**config.mk**
```make
export PLATFORM = sky130hd
export DESIGN_NAME = ppu_mode_sequencer_flat
export DESIGN_NICKNAME = d
export VERILOG_FILES = /design/src/rtl/ppu_mode_sequencer_pkg.sv /design/src/rtl/ppu_mode_sequencer_if.sv /design/src/rtl/evt_counter.sv /design/src/rtl/ppu_mode_sequencer_stat_irq.sv /design/src/rtl/ppu_mode_sequencer.sv /design/src/flat_wrapper.sv
export SDC_FILE = /design/constraint.sdc
export NUM_CORES = 1
export LEC_CHECK = 0
export ABC_AREA = 1
export CAP_MARGIN = 10
export CELL_PAD_IN_SITES_DETAIL_PLACEMENT = 1
export CELL_PAD_IN_SITES_GLOBAL_PLACEMENT = 2
export CORE_ASPECT_RATIO = 2
export CORE_MARGIN = 2
export CORE_UTILIZATION = 25
export CTS_BUF_LIST = sky130_fd_sc_hd__clkbuf_16
export CTS_CLUSTER_DIAMETER = 200
export DETAILED_ROUTE_END_ITERATION = 8
export GPL_TIMING_DRIVEN = 0
export PLACE_DENSITY = 0.85
export SKIP_CTS_REPAIR_TIMING = 1
export SLEW_MARGIN = 20
export SYNTH_ARGS = -nofsm -noshare
export SYNTH_HDL_FRONTEND = slang
export SYNTH_SLANG_ARGS = --single-unit
```
**constraint.sdc**
```tcl
create_clock -name clk_in -period 2.55 [get_ports clk_in]
set_clock_uncertainty 0.2 [all_clocks]
set_input_delay 0.765 -clock clk_in [delete_from_list [all_inputs] [get_ports clk_in]]
set_output_delay 0.765 -clock clk_in [all_outputs]
set_load 0.05 [all_outputs]
```
**src/rtl/ppu_mode_sequencer_pkg.sv**
```systemverilog
// Shared PPU mode encoding and scanline timing constants for the sequencer and fetcher.
// Latency: none. This file holds only types and constants.
// Backpressure: none.
package ppu_pkg;

  typedef enum logic [1:0] {
    HBlank  = 2'd0,
    VBlank  = 2'd1,
    OamScan = 2'd2,
    Drawing = 2'd3
  } PpuMode;

  localparam int DOTS_PER_LINE   = 456;
  localparam int OAM_DOTS        = 80;
  localparam int X_MAX           = 160;
  localparam int VISIBLE_LINES   = 144;
  localparam int TOTAL_SCANLINES = 154;
  localparam int MODE3_MAX_DOTS  = 289;

  localparam int DOT_W = 9;
  localparam int X_W   = $clog2(X_MAX);
  localparam int Y_W   = $clog2(TOTAL_SCANLINES);

  // First dot at which a still-running mode 3 is cut short.
  localparam int WATCHDOG_DOT = OAM_DOTS + MODE3_MAX_DOTS - 1;

  // LY is compared against 8-bit registers (WY, LYC) zero-extended.
  function automatic logic [7:0] y_ext(input logic [Y_W-1:0] y);
    return 8'(y);
  endfunction

endpackage

```
**src/rtl/ppu_mode_sequencer_if.sv**
```systemverilog
// Register-file / fetcher side bundle of the PPU mode sequencer; slave = sequencer, master = its environment.
// Latency: none. Wires only.
// Backpressure: none. advance_X_in is a free-running pulse with no handshake.
interface ppu_mode_sequencer_if;
  import ppu_pkg::*;

  logic             lcd_ena_in;
  logic             advance_X_in;
  logic             window_ena_in;
  logic [7:0]       WY_in;
  logic [7:0]       LYC_in;
  logic [3:0]       stat_sel_in;

  PpuMode           mode_out;
  logic [X_W-1:0]   X_out;
  logic [Y_W-1:0]   Y_out;
  logic [DOT_W-1:0] dot_out;
  logic             WY_cond_out;
  logic             fetch_start_out;
  logic             lyc_eq_out;
  logic             vblank_irq_out;
  logic             stat_irq_out;
  logic             mode3_overrun_out;

`ifdef WINDOW_LINE_CTR_EN
  logic             win_drawn_in;
  logic [7:0]       win_line_out;
`endif

  modport slave (
    input  lcd_ena_in, advance_X_in, window_ena_in, WY_in, LYC_in, stat_sel_in,
`ifdef WINDOW_LINE_CTR_EN
    input  win_drawn_in,
    output win_line_out,
`endif
    output mode_out, X_out, Y_out, dot_out, WY_cond_out, fetch_start_out,
    output lyc_eq_out, vblank_irq_out, stat_irq_out, mode3_overrun_out
  );

  modport master (
    output lcd_ena_in, advance_X_in, window_ena_in, WY_in, LYC_in, stat_sel_in,
`ifdef WINDOW_LINE_CTR_EN
    output win_drawn_in,
    input  win_line_out,
`endif
    input  mode_out, X_out, Y_out, dot_out, WY_cond_out, fetch_start_out,
    input  lyc_eq_out, vblank_irq_out, stat_irq_out, mode3_overrun_out
  );

endinterface

```
**src/rtl/evt_counter.sv**
```systemverilog
// Generic event counter: counts enabled events 0..MAX then wraps to 0; synchronous clear has priority.
// Latency: count updates on the clock edge that samples inc/clr; at_max is combinational from count.
// Backpressure: none.
module evt_counter #(
  parameter int WIDTH = 9,
  parameter int MAX   = 455
) (
  input  logic             clk,
  input  logic             rst_n,
  input  logic             clr,
  input  logic             inc,
  output logic [WIDTH-1:0] count,
  output logic             at_max
);

  assign at_max = (count == WIDTH'(MAX));

  // Clear wins over increment; an increment at MAX rolls over to zero.
  always_ff @(posedge clk) begin
    if (!rst_n) begin
      count <= '0;
    end else if (clr) begin
      count <= '0;
    end else if (inc) begin
      count <= at_max ? '0 : count + WIDTH'(1);
    end
  end

endmodule

```
**src/rtl/ppu_mode_sequencer_stat_irq.sv**
```systemverilog
// STAT interrupt source: ORs the enabled mode/LYC sources into the STAT line and pulses on its rising edge.
// Latency: irq is registered one T-cycle edge after the line rises.
// Backpressure: none. A line that stays high blocks further pulses until it drops.
module ppu_stat_irq
  import ppu_pkg::*;
(
  input  logic       clk,
  input  logic       rst_n,
  input  logic       en,
  input  logic       clr,
  input  logic [3:0] sel,
  input  PpuMode     mode,
  input  logic       lyc_eq,
  output logic       irq
);

  logic stat_line;
  logic line_prev;

  // Combined STAT line from the enabled sources.
  always_comb begin
    stat_line = (sel[0] && (mode == HBlank))  ||
                (sel[1] && (mode == VBlank))  ||
                (sel[2] && (mode == OamScan)) ||
                (sel[3] && lyc_eq);
  end

  // Rising-edge detect on T-cycle edges; clr drops the history so re-enable starts from low.
  always_ff @(posedge clk) begin
    if (!rst_n) begin
      line_prev <= 1'b0;
      irq       <= 1'b0;
    end else if (!en) begin
      irq       <= 1'b0;
    end else if (clr) begin
      line_prev <= 1'b0;
      irq       <= 1'b0;
    end else begin
      irq       <= stat_line && !line_prev;
      line_prev <= stat_line;
    end
  end

endmodule

```
**src/rtl/ppu_mode_sequencer.sv**
```systemverilog
// PPU scanline/frame sequencer: dot/LY/X counters, mode FSM, window-Y latch, VBlank and STAT IRQs. Window line counter under WINDOW_LINE_CTR_EN.
// Latency: all outputs registered; mode/counters move on the T-cycle edge, pixel X on any clk edge.
// Backpressure: none. advance_X_in pulses are consumed only in Drawing and ignored elsewhere.
module ppu_mode_sequencer
  import ppu_pkg::*;
(
  input  logic                  clk_in,
  input  logic                  rst_in,
  input  logic                  tclk_in,
  ppu_mode_sequencer_if.slave   bus
);

  localparam logic [DOT_W-1:0] DOT_OAM_LAST = DOT_W'(OAM_DOTS - 1);
  localparam logic [DOT_W-1:0] DOT_WD_LAST  = DOT_W'(WATCHDOG_DOT - 1);
  localparam logic [X_W-1:0]   X_LAST       = X_W'(X_MAX - 1);
  localparam logic [Y_W-1:0]   Y_LAST       = Y_W'(TOTAL_SCANLINES - 1);
  localparam logic [7:0]       Y_VIS        = 8'(VISIBLE_LINES);

  PpuMode           mode;
  logic             running;      // LCD was already enabled on the previous T-cycle edge
  logic [X_W-1:0]   x_q;
  logic [Y_W-1:0]   y_q;
  logic [Y_W-1:0]   y_next_line;
  logic [DOT_W-1:0] dot;
  logic             line_end;
  logic             live;
  logic             wy_hit_next;
  logic             wy_hit_zero;
  logic             wy_cond;
  logic             overrun;
  logic             fetch_start;
  logic             vblank_irq;
  logic             lyc_eq;

  // Timing advances only while the LCD is on and has been on for at least one edge.
  assign live = bus.lcd_ena_in && running;

  evt_counter #(
    .WIDTH (DOT_W),
    .MAX   (DOTS_PER_LINE - 1)
  ) u_dot_ctr (
    .clk    (clk_in),
    .rst_n  (rst_in),
    .clr    (tclk_in && !live),
    .inc    (tclk_in && live),
    .count  (dot),
    .at_max (line_end)
  );

  // Next LY and window-Y match for the line that starts at the coming wrap.
  always_comb begin
    y_next_line = (y_q == Y_LAST) ? '0 : y_q + Y_W'(1);
    wy_hit_next = bus.window_ena_in && (y_ext(y_next_line) < Y_VIS) &&
                  (y_ext(y_next_line) == bus.WY_in);
    wy_hit_zero = bus.window_ena_in && (bus.WY_in == 8'd0);
  end

  // Mode FSM with LY, pixel X, window latch, watchdog and pulse outputs.
  always_ff @(posedge clk_in) begin
    if (!rst_in) begin
      running     <= 1'b1;
      mode        <= OamScan;
      x_q         <= '0;
      y_q         <= '0;
      wy_cond     <= 1'b0;
      overrun     <= 1'b0;
      fetch_start <= 1'b0;
      vblank_irq  <= 1'b0;
      lyc_eq      <= 1'b0;
    end else begin
      fetch_start <= 1'b0;
      vblank_irq  <= 1'b0;

      // Pixel pushes are counted on every clk edge, saturating at the last pixel.
      if (mode == Drawing && bus.advance_X_in && x_q != X_LAST) begin
        x_q <= x_q + X_W'(1);
      end

      if (tclk_in) begin
        lyc_eq <= (y_ext(y_q) == bus.LYC_in);

        if (!bus.lcd_ena_in) begin
          running <= 1'b0;
          mode    <= HBlank;
          x_q     <= '0;
          y_q     <= '0;
          wy_cond <= 1'b0;
        end else if (!running) begin
          // First edge after enable: line 0, dot 0 begins here.
          running <= 1'b1;
          mode    <= OamScan;
          x_q     <= '0;
          y_q     <= '0;
          wy_cond <= wy_hit_zero;
        end else begin
          if (line_end) begin
            y_q <= y_next_line;
            if (y_next_line == '0) begin
              wy_cond <= 1'b0;
            end
            if (wy_hit_next) begin
              wy_cond <= 1'b1;
            end
          end

          case (mode)
            OamScan: begin
              if (dot == DOT_OAM_LAST) begin
                mode        <= Drawing;
                x_q         <= '0;
                fetch_start <= 1'b1;
              end
            end
            Drawing: begin
              if (x_q == X_LAST) begin
                mode <= HBlank;
              end else if (dot == DOT_WD_LAST) begin
                mode    <= HBlank;
                overrun <= 1'b1;
              end
            end
            HBlank: begin
              if (line_end) begin
                if (y_ext(y_next_line) < Y_VIS) begin
                  mode <= OamScan;
                end else begin
                  mode       <= VBlank;
                  vblank_irq <= 1'b1;
                end
              end
            end
            VBlank: begin
              if (line_end && y_next_line == '0) begin
                mode <= OamScan;
              end
            end
            default: mode <= HBlank;
          endcase
        end
      end
    end
  end

  ppu_stat_irq u_stat (
    .clk    (clk_in),
    .rst_n  (rst_in),
    .en     (tclk_in),
    .clr    (!live),
    .sel    (bus.stat_sel_in),
    .mode   (mode),
    .lyc_eq (lyc_eq),
    .irq    (bus.stat_irq_out)
  );

`ifdef WINDOW_LINE_CTR_EN
  logic       win_seen;
  logic [7:0] win_line;

  // Window row counter: advances at the end of any line where the fetcher switched to the window.
  always_ff @(posedge clk_in) begin
    if (!rst_in) begin
      win_seen <= 1'b0;
      win_line <= 8'd0;
    end else begin
      if (bus.win_drawn_in) begin
        win_seen <= 1'b1;
      end
      if (tclk_in) begin
        if (!live) begin
          win_seen <= 1'b0;
          win_line <= 8'd0;
        end else if (line_end) begin
          win_seen <= 1'b0;
          if (y_next_line == '0) begin
            win_line <= 8'd0;
          end else if (win_seen || bus.win_drawn_in) begin
            win_line <= win_line + 8'd1;
          end
        end
      end
    end
  end

  assign bus.win_line_out = win_line;
`endif

  assign bus.mode_out          = mode;
  assign bus.X_out             = x_q;
  assign bus.Y_out             = y_q;
  assign bus.dot_out           = dot;
  assign bus.WY_cond_out       = wy_cond;
  assign bus.fetch_start_out   = fetch_start;
  assign bus.lyc_eq_out        = lyc_eq;
  assign bus.vblank_irq_out    = vblank_irq;
  assign bus.mode3_overrun_out = overrun;

endmodule
```
**src/flat_wrapper.sv**
```systemverilog
// flat-port wrapper written by rule: the top's interface ports become plain ports
module ppu_mode_sequencer_flat import ppu_pkg::*;
  (clk_in, rst_in, tclk_in, bus_lcd_ena_in, bus_advance_X_in, bus_window_ena_in, bus_WY_in, bus_LYC_in, bus_stat_sel_in, bus_mode_out, bus_X_out, bus_Y_out, bus_dot_out, bus_WY_cond_out, bus_fetch_start_out, bus_lyc_eq_out, bus_vblank_irq_out, bus_stat_irq_out, bus_mode3_overrun_out);
  ppu_mode_sequencer_if bus_i ();
  input  logic clk_in;
  input  logic rst_in;
  input  logic tclk_in;
  input wire logic [$bits(bus_i.lcd_ena_in)-1:0] bus_lcd_ena_in;
  input wire logic [$bits(bus_i.advance_X_in)-1:0] bus_advance_X_in;
  input wire logic [$bits(bus_i.window_ena_in)-1:0] bus_window_ena_in;
  input wire logic [$bits(bus_i.WY_in)-1:0] bus_WY_in;
  input wire logic [$bits(bus_i.LYC_in)-1:0] bus_LYC_in;
  input wire logic [$bits(bus_i.stat_sel_in)-1:0] bus_stat_sel_in;
  output wire logic [$bits(bus_i.mode_out)-1:0] bus_mode_out;
  output wire logic [$bits(bus_i.X_out)-1:0] bus_X_out;
  output wire logic [$bits(bus_i.Y_out)-1:0] bus_Y_out;
  output wire logic [$bits(bus_i.dot_out)-1:0] bus_dot_out;
  output wire logic [$bits(bus_i.WY_cond_out)-1:0] bus_WY_cond_out;
  output wire logic [$bits(bus_i.fetch_start_out)-1:0] bus_fetch_start_out;
  output wire logic [$bits(bus_i.lyc_eq_out)-1:0] bus_lyc_eq_out;
  output wire logic [$bits(bus_i.vblank_irq_out)-1:0] bus_vblank_irq_out;
  output wire logic [$bits(bus_i.stat_irq_out)-1:0] bus_stat_irq_out;
  output wire logic [$bits(bus_i.mode3_overrun_out)-1:0] bus_mode3_overrun_out;
  assign bus_i.lcd_ena_in = bus_lcd_ena_in;
  assign bus_i.advance_X_in = bus_advance_X_in;
  assign bus_i.window_ena_in = bus_window_ena_in;
  assign bus_i.WY_in = bus_WY_in;
  assign bus_i.LYC_in = bus_LYC_in;
  assign bus_i.stat_sel_in = bus_stat_sel_in;
  assign bus_mode_out = bus_i.mode_out;
  assign bus_X_out = bus_i.X_out;
  assign bus_Y_out = bus_i.Y_out;
  assign bus_dot_out = bus_i.dot_out;
  assign bus_WY_cond_out = bus_i.WY_cond_out;
  assign bus_fetch_start_out = bus_i.fetch_start_out;
  assign bus_lyc_eq_out = bus_i.lyc_eq_out;
  assign bus_vblank_irq_out = bus_i.vblank_irq_out;
  assign bus_stat_irq_out = bus_i.stat_irq_out;
  assign bus_mode3_overrun_out = bus_i.mode3_overrun_out;
  ppu_mode_sequencer u_core (.clk_in(clk_in), .rst_in(rst_in), .tclk_in(tclk_in), .bus(bus_i));
endmodule
```
### After elaboration in Yosys (flattened, before gate mapping)

Index checks and enable logic that the tools add are counted.

| cells by class | value |
|---|---|
| order comparisons | 1 |
| mux-type cells | 29 |
| equal/unequal tests | 17 |
| reduce and logical (&&, ||, !) cells | 30 |
| bitwise operators | 2 |
| add/sub/neg operators | 3 |

Operator list:

| operator | count |
|---|---|
| $mux 8 | 10 |
| $eq 9x9->1 const B | 2 |
| $add 8x1->8 const B | 2 |
| $eq 8x8->1 | 2 |
| $eq 8x8->1 const B | 2 |
| $logic_not 8->1 | 2 |
| $mux 2 | 8 |
| $ne 4x4->1 const B | 4 |
| $logic_and 1x1->1 | 14 |
| $reduce_and 6->1 | 2 |
| $reduce_and 5->1 | 2 |
| $add 9x1->9 const B | 1 |
| $eq 9x7->1 const B | 1 |
| $mux 1 | 9 |
| $mux 9 | 1 |
| $lt 8x8->1 const B | 1 |
| $ne 8x8->1 const B | 1 |
| $pmux 2 s4 | 1 |
| $reduce_and 3->1 | 2 |
| $ne 5x5->1 const B | 1 |
| $eq 2x2->1 const B | 2 |
| $logic_or 1x1->1 | 3 |
| $ne 3x3->1 const B | 1 |
| $eq 2x1->1 const B | 1 |
| other kinds (5) | 7 |

| word-level totals | value |
|---|---|
| input bits | 26 |
| bits in registers | 35 |
| output and inout bits | 33 |
| word-level logic and storage cells | 94 |

### Depth between registers and ports, before layout

| depth | value |
|---|---|
| depth in word-level cells | 9 |
| gate-level depth with buffers | 15 |
| depth with buffers taken out | 15 |

### Hierarchy

From an unflattened synthesis, not the netlist that was laid out.

| second synthesis, totals | value |
|---|---|
| cells, all modules | 343 |
| area total of the unflattened synthesis | 2237.1 µm² |

By module, submodules not included:

| module | cells each | instances | area an instance (µm²) | seq. area each (µm²) |
|---|---|---|---|---|
| ppu_mode_sequencer | 249 | 1 | 1621.6 | 480.5 |
| evt_counter | 75 | 1 | 488.0 | 180.2 |
| ppu_stat_irq | 19 | 1 | 127.6 | 40.0 |

### Least setup slack after synthesis

No wires, ideal clock.

| timing path | value |
|---|---|
| path type | register to register |
| start | register u_core.y_q[0], in the netlist u_core.bus.Y_out[0] |
| end | register u_core.mode[0], in the netlist u_core.bus.mode_out[0] |
| arrival time | 1.903 ns |
| path slack | 0.333 ns |
| cell stages (with the launch flop) | 15 |
| setup time | 0.114 ns |
| required time | 2.236 ns |
| period minus slack after synthesis | 2.217 ns |
| path buffers | 0 |
| cell sequence | dfxtp_1 -> ha_1 -> nand2_1 -> inv_2 -> nand2_1 -> nand2_1 -> inv_1 -> nand2_1 -> nand3_2 -> inv_1 -> nand3_1 -> nand2_2 -> nand2_2 -> nor2_1 -> nor2_2 |

| between the ends | value |
|---|---|
| cells in the longest elaborated chain, start to end | 8 |
| elaborated cells on any way between the ends | 13 |
| classes of those cells | add/sub (1); order compare (1); eq/ne (2); mux (6); reduce/logical (3) |

Ends and longest elaborated chain:

| item | line | text |
|---|---|---|
| start: declaration | ppu_mode_sequencer.sv:22 | `logic [Y_W-1:0] y_q;` |
| start signal: assignment | ppu_mode_sequencer.sv:97 | `y_q <= y_next_line;` |
| $add 8x1->8 / $eq 8x8->1 (equally long branches) | ppu_mode_sequencer.sv:52 | `y_next_line = (y_q == Y_LAST) ? '0 : y_q + Y_W'(1);` |
| $mux 8 (*) | ppu_mode_sequencer.sv:52 |  |
| $lt 8x8->1 | ppu_mode_sequencer.sv:124 | `if (y_ext(y_next_line) < Y_VIS) begin` |
| $mux 2 | ppu_mode_sequencer.sv:124 |  |
| $mux 2 | ppu_mode_sequencer.sv:123 | `if (line_end) begin` |
| $pmux 2 s4 | ppu_mode_sequencer.sv:106 | `case (mode)` |
| $mux 2 | ppu_mode_sequencer.sv:88 | `end else if (!running) begin` |
| $mux 2 | ppu_mode_sequencer.sv:82 | `if (!bus.lcd_ena_in) begin` |
| end signal: assignment | ppu_mode_sequencer.sv:84 | `mode <= HBlank;` |
| end signal: assignment | ppu_mode_sequencer.sv:91 | `mode <= OamScan;` |
| end signal: assignment | ppu_mode_sequencer.sv:125 | `mode <= OamScan;` |
| end: declaration | ppu_mode_sequencer.sv:19 | `PpuMode mode;` |

Every way passes the cells marked *; elsewhere a longest branch is shown, timed or not. The select of a mux whose other input is x is not followed.
A chain may end at the register's enable or synchronous reset.

### Final worst setup path

| timing path | value |
|---|---|
| start | register u_core.y_q[6], in the netlist u_core.bus.Y_out[6] |
| end | output port bus_Y_out[6] |

RTL lines:

| item | line | text |
|---|---|---|
| end: declaration | flat_wrapper.sv:16 | `output wire logic [$bits(bus_i.Y_out)-1:0] bus_Y_out;` |

No word-level cell between the ends.

==> flow_summary.ini <==
[synthesis]
synthXorXnorAreaFrac_pct = 2.44
synth_warnings = 0
ys.flop_type = dfxtp_1
ys_types = 33
syn_inst = 332
synth_edf_count = 0
syn_avg_cell_area_sq_um = 6.49
ys_seq_elements = 35
seq_area_frac_synth_pct = 32.5
synth.area.top_cells = dfxtp_1 (33%), nand2_1 (15%), inv_1 (7.0%), nand3_1 (6.5%), nor2_1 (6.3%)
synth_top_family_by_area = simple AND/OR/NAND/NOR gates
yosys.area.top_type = dfxtp_1
synthSimpleGateAreaFrac_pct = 43.1
synthAdderAreaFrac_pct = 2.32
async_reset_ff_share_pct = 0
synthesis.area_sq_mm = 0.00215
synth-compound-area-share_pct = 10.0
synth.area.mux_share_pct = 0
synth_fp_nets = 362
synth_most_common_cell = nand2_1
yosysTopAreaCellShare_pct = 32.5
synthTopCellsByCount = nand2_1 (86), inv_1 (40), nor2_1 (36)

[sta]
tightestPinTransition_ns = 0.519
hold-worst-slack_ns = 0.222
setup_tns_ns = 0
rsz0062_at_grt = false
drv_slew = 0
slew_headroom_pct = 65.3
fmax_mhz = 400
hold_viol = 0
fin_ws_ns = 0.0513
finalCriticalPeriod_ns = 2.50
period_share_pct = 98.0
setup_viol = 0

[global_route]
grt_overflow = 0
grt_util_all_layers_pct = 17.2
grt_start_max_net_pins = 11
grt_pass1_wl_microns = 12700
antenna_found_initial = 0
grt_pass1_vias = 2614

[critical_path]
rr_startpoint = u_core.bus.Y_out[0]
crit_family = buffers and inverters
worstRegToRegCells = 11
crit_path_top_delay_cell = clkdlybuf4s50_1
worstPathArrival_ns = 1.53
start_kind = flop
r2r-end = u_core.bus.mode_out[0]
cp_cell_sequence = clkdlybuf4s50_1
worstPathRequired_ns = 1.59
reg2reg_slack_ns = 0.24
max_stage_delay_ns = 0.84
path_buf_inv = 1
crit_type = reg2out
worstSetupEndpointType = primary output
cp_max_fo = 4

[clocking]
clock_path_buffers = 2
clk-insertion-delay-late_ns = 0.29
clock_sinks = 35
cts_inserted_buffers = 5
cts_tree = built
clock-root-buffer = clkbuf_16
cts_max_level = 2
clk_pin_slew_ns = 0.06

[place]
place_ws_ns = -0.410
detailed_place_hpwl_microns = 6420
place.gp.congestion = 0.778
portBuffers = 58
dpl_cell_area_sq_mm = 0.00286

[pwr]
ir_drop_uv = 276
leakagePower_nw = 1.40
power_density_mw_per_mm2 = 475
p_total_mw = 1.45

[finish]
final_area_sq_mm = 0.00305
diodes = 0
layout-drive-gt1-share_pct = 10.6
multi_input_area_sq_mm = 0.00125
regArea_sq_um = 701
final_nets = 427
fillers = 1111
syn_to_final_growth_pct = 41.5

[worst_hold_path]
hold-path-endpoint = u_core.u_stat.irq
hold_depth = 1
min_from = u_core.u_stat.line_prev
hold_class = reg2reg

[route]
vias = 2418
routed_via_density = 4.87
wl_per_cell_microns = 15.5
dr.pass1.iters = 4
drt_iter0_drc = 99
wl_microns = 7700
drc_errors = 0
ant_nets = 0

[floorplan]
core_area_sq_mm = 0.00853
die_area_sq_mm = 0.00942
die_y_microns = 135
num_io_pins = 59
die_w_microns = 69.6
placementRows = 48
initial_core_util_pct = 25.3

[job]
maxCapViolCount = 0

[outcome]
status = completed
## final cells by class
| class | instances | area share (%) |
|---|---|---|
| Tap cell | 100 | 4.11 |
| Inverter | 47 | 5.83 |
| Sequential cell | 35 | 23.0 |
| Timing Repair Buffer | 58 | 19.9 |
| Clock inverter | 2 | 1.11 |
| Multi-Input combinational cell | 247 | 41.1 |
| Clock buffer | 5 | 4.11 |
| Buffer | 3 | 0.903 |
## through the flow
step	std cells	util, %
after floorplan	332	-
after global placement	490	33.5
after detailed placement	490	33.5
after CTS	497	35.4
after global routing	497	35.7
final	497	35.7
## how the worst max path moves through the flow
stage                                end                   start  depth (start not counted)
2_1_floorplan     u_core.bus.mode_out[0]     u_core.bus.Y_out[0]                         14
3_3_place_gp   u_core.bus.vblank_irq_out                 tclk_in                          7
3_5_place_dp   u_core.bus.vblank_irq_out                 tclk_in                          7
4_1_cts        u_core.bus.vblank_irq_out                 tclk_in                          7
5_1_grt                  bus_mode_out[1]  u_core.bus.mode_out[1]                          1
6_report                    bus_Y_out[6]     u_core.bus.Y_out[6]                          1
## metal layers
| layer | share of wire, % | track usage (%) | vias up |
|---|---|---|---|
| li1 | - | - | 1216 |
| met1 | 32 | 15.1 | 1155 |
| met2 | 63 | 37.1 | 38 |
| met3 | 2.6 | 2.68 | 9 |
| met4 | 2.0 | 6.41 | 0 |
| met5 | 0 | 0 | - |
## flip-flops by register name (all words and copies together) (netlist names)
| signal | flops |
|---|---|
| u_core.bus.Y_out | 8 |
| u_core.running | 1 |
| u_core.bus.mode_out | 2 |
| u_core.bus.WY_cond_out | 1 |
| u_core.bus.mode3_overrun_out | 1 |
| u_core.bus.fetch_start_out | 1 |
| u_core.bus.lyc_eq_out | 1 |
| u_core.bus.vblank_irq_out | 1 |
| u_core.u_stat.irq | 1 |
| u_core.bus.X_out | 8 |
| u_core.u_dot_ctr.count | 9 |
| u_core.u_stat.line_prev | 1 |
## worst reg2reg max path, delay by kind of cell (launching register included)
family,cells,cell delay (ns)
AND/OR/NAND/NOR,9,1.02
flip-flops,1,0.50
AO/OA/AOI/OAI,1,0.43
buffers and inverters,1,0.07
## power by group
part / total, mW / switching (mW) / leakage (nW) / internal [mW]
Sequential: 0.567 / 0.0109 / 0.283 / 0.556
Clock: 0.696 / 0.244 / 0.0811 / 0.452
Combinational: 0.185 / 0.109 / 1.03 / 0.0769
## kinds of logic after synthesis
| logic type | Yosys count |
|---|---|
| AO/OA/AOI/OAI | 38 |
| XOR/XNOR | 6 |
| buffers and inverters | 50 |
| flip-flops | 35 |
| AND/OR/NAND/NOR | 199 |
| adder cells (fa/ha/maj) | 4 |
## layout by cell type (no fill, tap or decap), types with 5 or more instances in the layout
cell type	count
o21ai_0	9
nor3_1	12
nor2_1	36
nand2_2	7
clkdlybuf4s50_1	48
nand4_1	8
dfxtp_1	35
nand3_1	28
dlymetal6s2s_1	10
nand2_1	86
o22ai_1	7
a21oi_1	13
nor2_2	5
inv_1	41
clkbuf_16	5
inv_2	6
Power figures use the tool's default switching activity.
